`src/rtl/seq_detect_prog_if.sv`:
```
// Serial-bit, configuration and status bundle for the programmable sequence detector.
// The DUT takes the slave side; the stimulus or upstream framer takes the master side.
interface seq_detect_prog_if #(
  parameter int MAX_LEN = 8,
  parameter int LEN_W   = $clog2(MAX_LEN + 1),
  parameter int CNT_W   = 8
);
  logic               inp_bit;
  logic               inp_valid;
  logic               cfg_load;
  logic [MAX_LEN-1:0] cfg_pattern;
  logic [LEN_W-1:0]   cfg_len;
  logic               cfg_overlap;
  logic               count_clr;
  logic               seq_seen;
  logic [CNT_W-1:0]   match_count;
  logic               armed;

  modport master (
    output inp_bit, inp_valid, cfg_load, cfg_pattern, cfg_len, cfg_overlap, count_clr,
    input  seq_seen, match_count, armed
  );

  modport slave (
    input  inp_bit, inp_valid, cfg_load, cfg_pattern, cfg_len, cfg_overlap, count_clr,
    output seq_seen, match_count, armed
  );
endinterface

```
`src/rtl/seq_detect_prog.sv`:
```
// Runtime-programmable serial sequence detector: full-window compare of the last len bits.
// seq_seen is registered one cycle after the completing bit; no backpressure, one bit per cycle.
module seq_detect_prog #(
  parameter int MAX_LEN = 8,
  parameter int LEN_W   = $clog2(MAX_LEN + 1),
  parameter int CNT_W   = 8
) (
  input logic              clk,
  input logic              reset,
  seq_detect_prog_if.slave bus
);

  typedef enum logic {UNCFG, RUN} state_t;

  state_t             state;
  logic [MAX_LEN-2:0] hist;
  logic [LEN_W-1:0]   fill;
  logic [MAX_LEN-1:0] pattern;
  logic [LEN_W-1:0]   len;
  logic               overlap;
  logic               seq_seen_q;
  logic [CNT_W-1:0]   cnt;
  logic               armed_q;

  logic [MAX_LEN-1:0] nhist;
  logic [MAX_LEN-1:0] mask;
  logic [LEN_W-1:0]   nfill;
  logic [LEN_W-1:0]   len_clamped;
  logic               sample;
  logic               match;

  always_comb begin
    nhist       = {hist, bus.inp_bit};
    nfill       = (fill >= LEN_W'(MAX_LEN)) ? fill : fill + LEN_W'(1);
    len_clamped = (bus.cfg_len > LEN_W'(MAX_LEN)) ? LEN_W'(MAX_LEN) : bus.cfg_len;
    mask        = '0;
    for (int i = 0; i < MAX_LEN; i++) begin
      mask[i] = (LEN_W'(i) < len);
    end
    // A load in the same cycle wins over the data bit.
    sample = (state == RUN) && bus.inp_valid && !bus.cfg_load;
    match  = sample && (nfill >= len) && (((nhist ^ pattern) & mask) == '0);
  end

  always_ff @(posedge clk) begin
    if (reset) begin
      state      <= UNCFG;
      hist       <= '0;
      fill       <= '0;
      pattern    <= '0;
      len        <= '0;
      overlap    <= 1'b0;
      seq_seen_q <= 1'b0;
      cnt        <= '0;
      armed_q    <= 1'b0;
    end else begin
      seq_seen_q <= 1'b0;
      if (bus.cfg_load) begin
        pattern <= bus.cfg_pattern;
        overlap <= bus.cfg_overlap;
        len     <= len_clamped;
        hist    <= '0;
        fill    <= '0;
        state   <= (len_clamped != '0) ? RUN : UNCFG;
        armed_q <= (len_clamped != '0);
      end else if (sample) begin
        hist       <= nhist[MAX_LEN-2:0];
        seq_seen_q <= match;
        // Non-overlapping mode restarts the window so matched bits are never reused.
        fill       <= (match && !overlap) ? '0 : nfill;
      end

      if (bus.count_clr) begin
        cnt <= '0;
      end else if (match && (cnt != '1)) begin
        cnt <= cnt + CNT_W'(1);
      end
    end
  end

  assign bus.seq_seen    = seq_seen_q;
  assign bus.match_count = cnt;
  assign bus.armed       = armed_q;

endmodule

```
`src/flat_wrapper.sv`:
```
// flat-port wrapper written by rule: the top's interface ports become plain ports
module seq_detect_prog_flat 
#(
  parameter int MAX_LEN = 8,
  parameter int LEN_W   = $clog2(MAX_LEN + 1),
  parameter int CNT_W   = 8
)
  (clk, reset, bus_inp_bit, bus_inp_valid, bus_cfg_load, bus_cfg_pattern, bus_cfg_len, bus_cfg_overlap, bus_count_clr, bus_seq_seen, bus_match_count, bus_armed);
  seq_detect_prog_if #(.MAX_LEN(MAX_LEN), .LEN_W(LEN_W), .CNT_W(CNT_W)) bus_i ();
  input logic clk;
  input logic reset;
  input wire logic [$bits(bus_i.inp_bit)-1:0] bus_inp_bit;
  input wire logic [$bits(bus_i.inp_valid)-1:0] bus_inp_valid;
  input wire logic [$bits(bus_i.cfg_load)-1:0] bus_cfg_load;
  input wire logic [$bits(bus_i.cfg_pattern)-1:0] bus_cfg_pattern;
  input wire logic [$bits(bus_i.cfg_len)-1:0] bus_cfg_len;
  input wire logic [$bits(bus_i.cfg_overlap)-1:0] bus_cfg_overlap;
  input wire logic [$bits(bus_i.count_clr)-1:0] bus_count_clr;
  output wire logic [$bits(bus_i.seq_seen)-1:0] bus_seq_seen;
  output wire logic [$bits(bus_i.match_count)-1:0] bus_match_count;
  output wire logic [$bits(bus_i.armed)-1:0] bus_armed;
  assign bus_i.inp_bit = bus_inp_bit;
  assign bus_i.inp_valid = bus_inp_valid;
  assign bus_i.cfg_load = bus_cfg_load;
  assign bus_i.cfg_pattern = bus_cfg_pattern;
  assign bus_i.cfg_len = bus_cfg_len;
  assign bus_i.cfg_overlap = bus_cfg_overlap;
  assign bus_i.count_clr = bus_count_clr;
  assign bus_seq_seen = bus_i.seq_seen;
  assign bus_match_count = bus_i.match_count;
  assign bus_armed = bus_i.armed;
  seq_detect_prog #(.MAX_LEN(MAX_LEN), .LEN_W(LEN_W), .CNT_W(CNT_W)) u_core (.clk(clk), .reset(reset), .bus(bus_i));
endmodule
```
`config.mk`:
```
export PLATFORM = sky130hd
export DESIGN_NAME = seq_detect_prog_flat
export DESIGN_NICKNAME = d
export VERILOG_FILES = /design/src/rtl/seq_detect_prog_if.sv /design/src/rtl/seq_detect_prog.sv /design/src/flat_wrapper.sv
export SDC_FILE = /design/constraint.sdc
export NUM_CORES = 1
export LEC_CHECK = 0
export CORE_ASPECT_RATIO = 1.2
export CORE_MARGIN = 5
export CORE_UTILIZATION = 42
export CTS_CLUSTER_DIAMETER = 120
export CTS_CLUSTER_SIZE = 28
export DETAILED_ROUTE_END_ITERATION = 16
export GPL_TIMING_DRIVEN = 0
export PLACE_DENSITY_LB_ADDON = 0.08
export SLEW_MARGIN = 20
export SYNTH_ARGS = -nofsm -noshare
export SYNTH_HDL_FRONTEND = slang
export SYNTH_SLANG_ARGS = --single-unit
```
`constraint.sdc`:
```
create_clock -name clk -period 3 [get_ports clk]
set_input_delay 0.9 -clock clk [delete_from_list [all_inputs] [get_ports clk]]
set_output_delay 0.9 -clock clk [all_outputs]
set_load 0.01 [all_outputs]
```
* Yosys cells after proc, flatten, opt, wreduce, memory -nomap -nowiden *
Cells that the tools add are included.
W data, S select, Z words.

operators by class
  $add $sub $neg = 2
  multiply operators = 0
  div/mod/pow operators = 0
  $lt $le $gt $ge = 11
  equality and inequality tests = 1
  shift-type cells = 0
  multiplexer cells = 4
  bitwise gates (word level) = 3
  reductions and logical operators = 13

operators by type and width
  operator               count
  $lt A3 B4 Y1 const A   4
  $mux W4                3
  $add A8 B1 Y8 const B  1
  $and A8 B8 Y8          1
  $logic_not A8 Y1       1
  $lt A1 B4 Y1 const A   2
  $lt A2 B4 Y1 const A   2
  $ne A8 B8 Y1 const B   1
  $xor A8 B8 Y8          1
  $logic_and A1 B1 Y1    6
  $add A4 B1 Y4 const B  1
  $ge A4 B4 Y1           1
  $ge A4 B4 Y1 const B   1
  $gt A4 B4 Y1 const B   1
  $reduce_bool A4 Y1     1
  $reduce_or A2 Y1       2
  $reduce_or A3 Y1       1
  $logic_not A1 Y1       2
  $mux W1                1
  $not A1 Y1             1

word-level totals
  bits in registers = 35
  bits in latches = 0
  memory bits (writable) = 0
  memory bits (read-only) = 0
  input port bits = 19
  output and inout port bits = 10
  logic and storage cells = 43
  memories kept = 0

* Depth between registers and ports, before layout *
  depth in word-level cells = 7
  gate-level depth with buffers = 11
  mapped depth without buffers = 10

* Worst setup path after synthesis *
No wires, ideal clock.

  kind = register to register
  start = reg u_core.fill[0]
  end = reg u_core.cnt[2], in the netlist u_core.bus.match_count[2]
  library setup time = 0.070 ns
  data arrival time = 2.340 ns
  data required time = 2.930 ns
  slack = 0.590 ns
  cell stages (with the launch flop) = 11
  path buffers = 1
  clock period less this slack = 2.410 ns
  path through = dfxtp_1 > inv_1 > ha_1 > mux2_2 > ha_1 > a2111oi_0 > nor3_1 > o2111ai_2 > buf_6 > or3_1 > a21oi_1

on the way
  word-level cells in the longest chain between the ends = 6
  elaborated cells between the ends (all ways) = 7
  those cells by class = add/sub (1); order compare (2); mux (1); reduce/logical (3)

RTL lines
  item                                                  RTL line               RTL
  start, declared                                       seq_detect_prog.sv:17  logic [LEN_W-1:0] fill;
  start signal, assigned                                seq_detect_prog.sv:70  fill <= (match && !overlap) ? '0 : nfill;
  $add A4 B1 Y4 / $ge A4 B4 Y1 (equally long branches)  seq_detect_prog.sv:34  nfill = (fill >= LEN_W'(MAX_LEN)) ? fill : fill + LEN_W'(1);
  $mux W4 (*)                                           seq_detect_prog.sv:34
  $ge A4 B4 Y1 (*)                                      seq_detect_prog.sv:42  match = sample && (nfill >= len) && (((nhist ^ pattern) & mask) == '0);
  $logic_and A1 B1 Y1 (*) (2 in a row)                  seq_detect_prog.sv:42
  $logic_and A1 B1 Y1 (*)                               seq_detect_prog.sv:75  end else if (match && (cnt != '1)) begin
  end signal, assigned                                  seq_detect_prog.sv:76  cnt <= cnt + CNT_W'(1);
  end, declared                                         seq_detect_prog.sv:22  logic [CNT_W-1:0] cnt;

Mark *: on every way between the ends. The rest lies on a longest branch, timed or not.
A chain may end at the register's enable or synchronous reset.

* Worst setup path after layout *
  start = in bus_inp_valid
  end = reg u_core.cnt[3], in the netlist u_core.bus.match_count[3]

on the way
  word-level cells in the longest chain between the ends = 5

RTL lines
  item                              RTL line               RTL
  start, declared                   flat_wrapper.sv:13     input wire logic [$bits(bus_i.inp_valid)-1:0] bus_inp_valid;
  $logic_and A1 B1 Y1 (2 in a row)  seq_detect_prog.sv:41  sample = (state == RUN) && bus.inp_valid && !bus.cfg_load;
  $logic_and A1 B1 Y1 (2 in a row)  seq_detect_prog.sv:42
  $logic_and A1 B1 Y1               seq_detect_prog.sv:75

No other way between the ends.

==> impl_metrics.csv <==
group,metric,value,unit
pwr,totalPowerFinal,0.918,mW
pwr,p_leak,0.750,nW
synthesis,synth.cell_area,1640,um^2
sta,slew_headroom,58.0,%
sta,final-hold-violation-count,0,
synthesis,syn_inst,185,
clock_tree,h-tree-depth,2,
drt,route.antenna.remaining_nets,0,
cells_and_area,fin_nets,246,
sta,tightest_slew,0.630,ns
placed_design,placed_area,1990,um^2
synthesis,synth_nets,211,
clock_tree,insertion_delay,0.29,ns
synthesis,synth_top_family_by_area,"simple AND/OR/NAND/NOR gates",
worst_setup_path,rr_worst_depth,10,
drt,drtIter0Drc,38,
cells_and_area,antennaDiodeCount,0,
clock_tree,cts-root-buf,"clkbuf_8",
synthesis,synth_cell_types,37,
outcome,status,"finished, final reports clean",
clock_tree,cts.repair.resized,0,
drt,viasPerCell,5.05,
worst_setup_path,cp.required,3.22,ns
floorplan,pin_count,29,
synthesis,synthSimpleGateAreaFrac,19.0,%
cells_and_area,fillers,381,
clock_tree,holdBufCountCts,0,
synthesis,synthMuxAreaShare,7.39,%
sta,fmax,366,MHz
cells_and_area,final_cell_area,2080,um^2
hold_path,hold-path-cell-count,2,
placed_design,place_hpwl,2970,um
floorplan,die-area,5260,um^2
clock_tree,post_cts_buffers,0,
clock_tree,clk_pin_slew,0.07,ns
sta,clock_skew,0.00497,ns
synthesis,synth_top_cell_area_share,41.5,%
floorplan,die_height,78.5,um
cells_and_area,drive_gt1_share,8.14,%
placed_design,place_congestion,0.764,
pwr,power_density,441,nW/um^2
synthesis,synthTopCellsByArea,"dfxtp_1 (41%), mux2i_1 (6.7%), ha_1 (5.3%)",
global_routing,grt_start_max_net_pins,11,
sta,setup_viol,0,
sta,finalMaxSlewViolations,0,
global_routing,grt-ovfl-total,0,
synthesis,synth_xor_area_share,6.94,%
placed_design,port_buffers,28,
sta,rsz0062_at_grt,"no",
global_routing,antenna_found_initial,0,
floorplan,coreArea,3850,um^2
floorplan,rows,25,
hold_path,hold_path_class,"reg2reg",
drt,drtPass1Iterations,4,
clock_tree,cts.sinks,34,
clock_tree,cts_tree,"done",
synthesis,yosys_register_bits,34,
job,timing.max_cap.violations,0,
synthesis,avgSynthCellArea,8.87,um^2
worst_setup_path,worstPathMaxFanout,10,
cells_and_area,area_growth,26.8,%
drt,vias,1389,
synthesis,yosysWarnings,0,
clock_tree,clock_tree.buffer_depth,2,
global_routing,grt_pass1_vias,1375,
sta,worst_hold_slack,0.488,ns
cells_and_area,seq_area,681,um^2
synthesis,synth_compound_area_share,15.5,%
global_routing,grt_pass1_wl,6130,um
global_routing,grtUsageTotal,15.3,%
floorplan,initial_utilization,42.7,%
synthesis,yosysTopAreaCell,"dfxtp_1",
worst_setup_path,start_kind,"input port",
cells_and_area,multi_input_area,890,um^2
pwr,max-vdd-ir-drop,353,uV
drt,wl_per_cell,13.1,um
worst_setup_path,critPathArrivalTime,2.95,ns
worst_setup_path,path_class,"in2reg",
synthesis,ys_seq_area_share,41.5,%
worst_setup_path,crit_path_end_kind,"flip-flop",
sta,period_needed,2.73,ns
synthesis,synth_fa_ha_area_share,5.34,%
sta,fin_crit_sh,91.1,%
drt,drc,0,
drt,totalWireLength,3610,um
clock_tree,numCtsBuffers,5,
floorplan,die_width,67.1,um
[through the flow]
step                      setup slack [ns]  utilization [%]  TNS (ns)  instances
after global placement            -0.00112             51.7  -0.00112        267
after CTS                            0.258             54.1         0        275
after floorplan                      0.590                -         0        185
after global routing                0.0635             54.1         0        275
final                                0.266             54.1         0        275
after detailed placement           -0.0471             51.7    -0.183        267
[worst max-delay path, stage by stage]
cell and delay (ns):
clkdlybuf4s50_1 0.48, nand2_1 0.11, a211o_2 0.33, nor3_1 0.26, o2111ai_2 0.23, buf_6 0.20, or3_1 0.30, a21oi_1 0.14
[cell usage after synthesis]
| library cell | number |
|---|---|
| xor2_1 | 4 |
| o21a_1 | 1 |
| clkbuf_1 | 4 |
| nor4_1 | 1 |
| a211oi_1 | 2 |
| o22ai_1 | 4 |
| a21oi_1 | 15 |
| nand3b_1 | 1 |
| o21bai_1 | 1 |
| buf_1 | 3 |
| and2_1 | 1 |
| nor2_1 | 21 |
| a211o_2 | 1 |
| a2111oi_0 | 1 |
| nand2b_1 | 3 |
| o32ai_2 | 1 |
| and3_2 | 1 |
| a31o_2 | 1 |
| nor4b_2 | 1 |
| mux2i_1 | 11 |
| dfxtp_1 | 34 |
| o2111ai_2 | 1 |
| xnor2_1 | 9 |
| mux2_2 | 1 |
| o21ai_0 | 6 |
| o31ai_1 | 4 |
| or4_1 | 2 |
| or3_1 | 4 |
| nand3_1 | 5 |
| nand2_1 | 19 |
| ha_1 | 7 |
| buf_6 | 2 |
| nor2b_1 | 2 |
| inv_1 | 6 |
| or2_2 | 2 |
| a31oi_1 | 1 |
| nor3_1 | 2 |
[flip-flops by register name (all words and copies together) (netlist names)]
name,flops
u_core.bus.armed,1
u_core.bus.match_count,8
u_core.bus.seq_seen,1
u_core.fill,4
u_core.hist,7
u_core.len,4
u_core.overlap,1
u_core.pattern,8
[final timing paths]
| path | from | endpoint | slack [ns] |
|---|---|---|---|
| worst max-delay path | bus_inp_valid | u_core.bus.match_count[3] | 0.27 |
| worst max register to register | u_core.fill[0] | u_core.bus.match_count[3] | 0.32 |
| worst min register to register | u_core.hist[0] | u_core.hist[1] | 0.49 |
| worst min-delay path | u_core.hist[0] | u_core.hist[1] | 0.49 |
[power by group]
part | leakage [nW] | switching (mW) | internal [mW] | total (mW)
Combinational | 0.425 | 0.0472 | 0.0550 | 0.102
Sequential | 0.277 | 0.0105 | 0.463 | 0.474
Clock | 0.0482 | 0.157 | 0.185 | 0.342
[layer usage]
metal	GRT usage, %	routed length [um]	vias up
li1	-	-	714
met1	15.8	1400	647
met2	28.1	2000	23
met3	4.72	156	5
met4	5.48	57	0
met5	0	0	-
[cells in the final DEF (no fill, tap or decap), types with 2 or more instances in the layout]
cell	Yosys	final
clkbuf_1	4	5
nor3_1	2	2
nor2_1	21	21
ha_1	7	7
xor2_1	4	4
nand3_1	5	5
nand2_1	19	19
o21ai_0	6	6
o31ai_1	4	4
or3_1	4	4
mux2i_1	11	11
or4_1	2	2
clkdlybuf4s50_1	0	28
inv_1	6	6
xnor2_1	9	9
a211oi_1	2	2
nand2b_1	3	3
dfxtp_1	34	34
or2_2	2	2
buf_1	3	3
o22ai_1	4	4
buf_6	2	2
nor2b_1	2	2
clkbuf_8	0	6
a21oi_1	15	15
[final cells by class]
type	instances	share of cell area, %
multi-input cells	136	42.8
flip-flops and latches	34	32.7
repair buffers	28	13.5
clock buffers	7	4.15
well taps	54	3.25
plain buffers	9	2.35
inverters	6	1.08
clock inverters	1	0.241
[cell families after synthesis]
kind of cell	after synthesis
and+or+nand+nor	65
AOI/OAI and AO/OA	39
DFF	34
buffers and inverters	15
xor gates and xnor gates	13
muxes	12
adders and majority gates	7
Note: power is estimated with default switching activity, not from simulation.
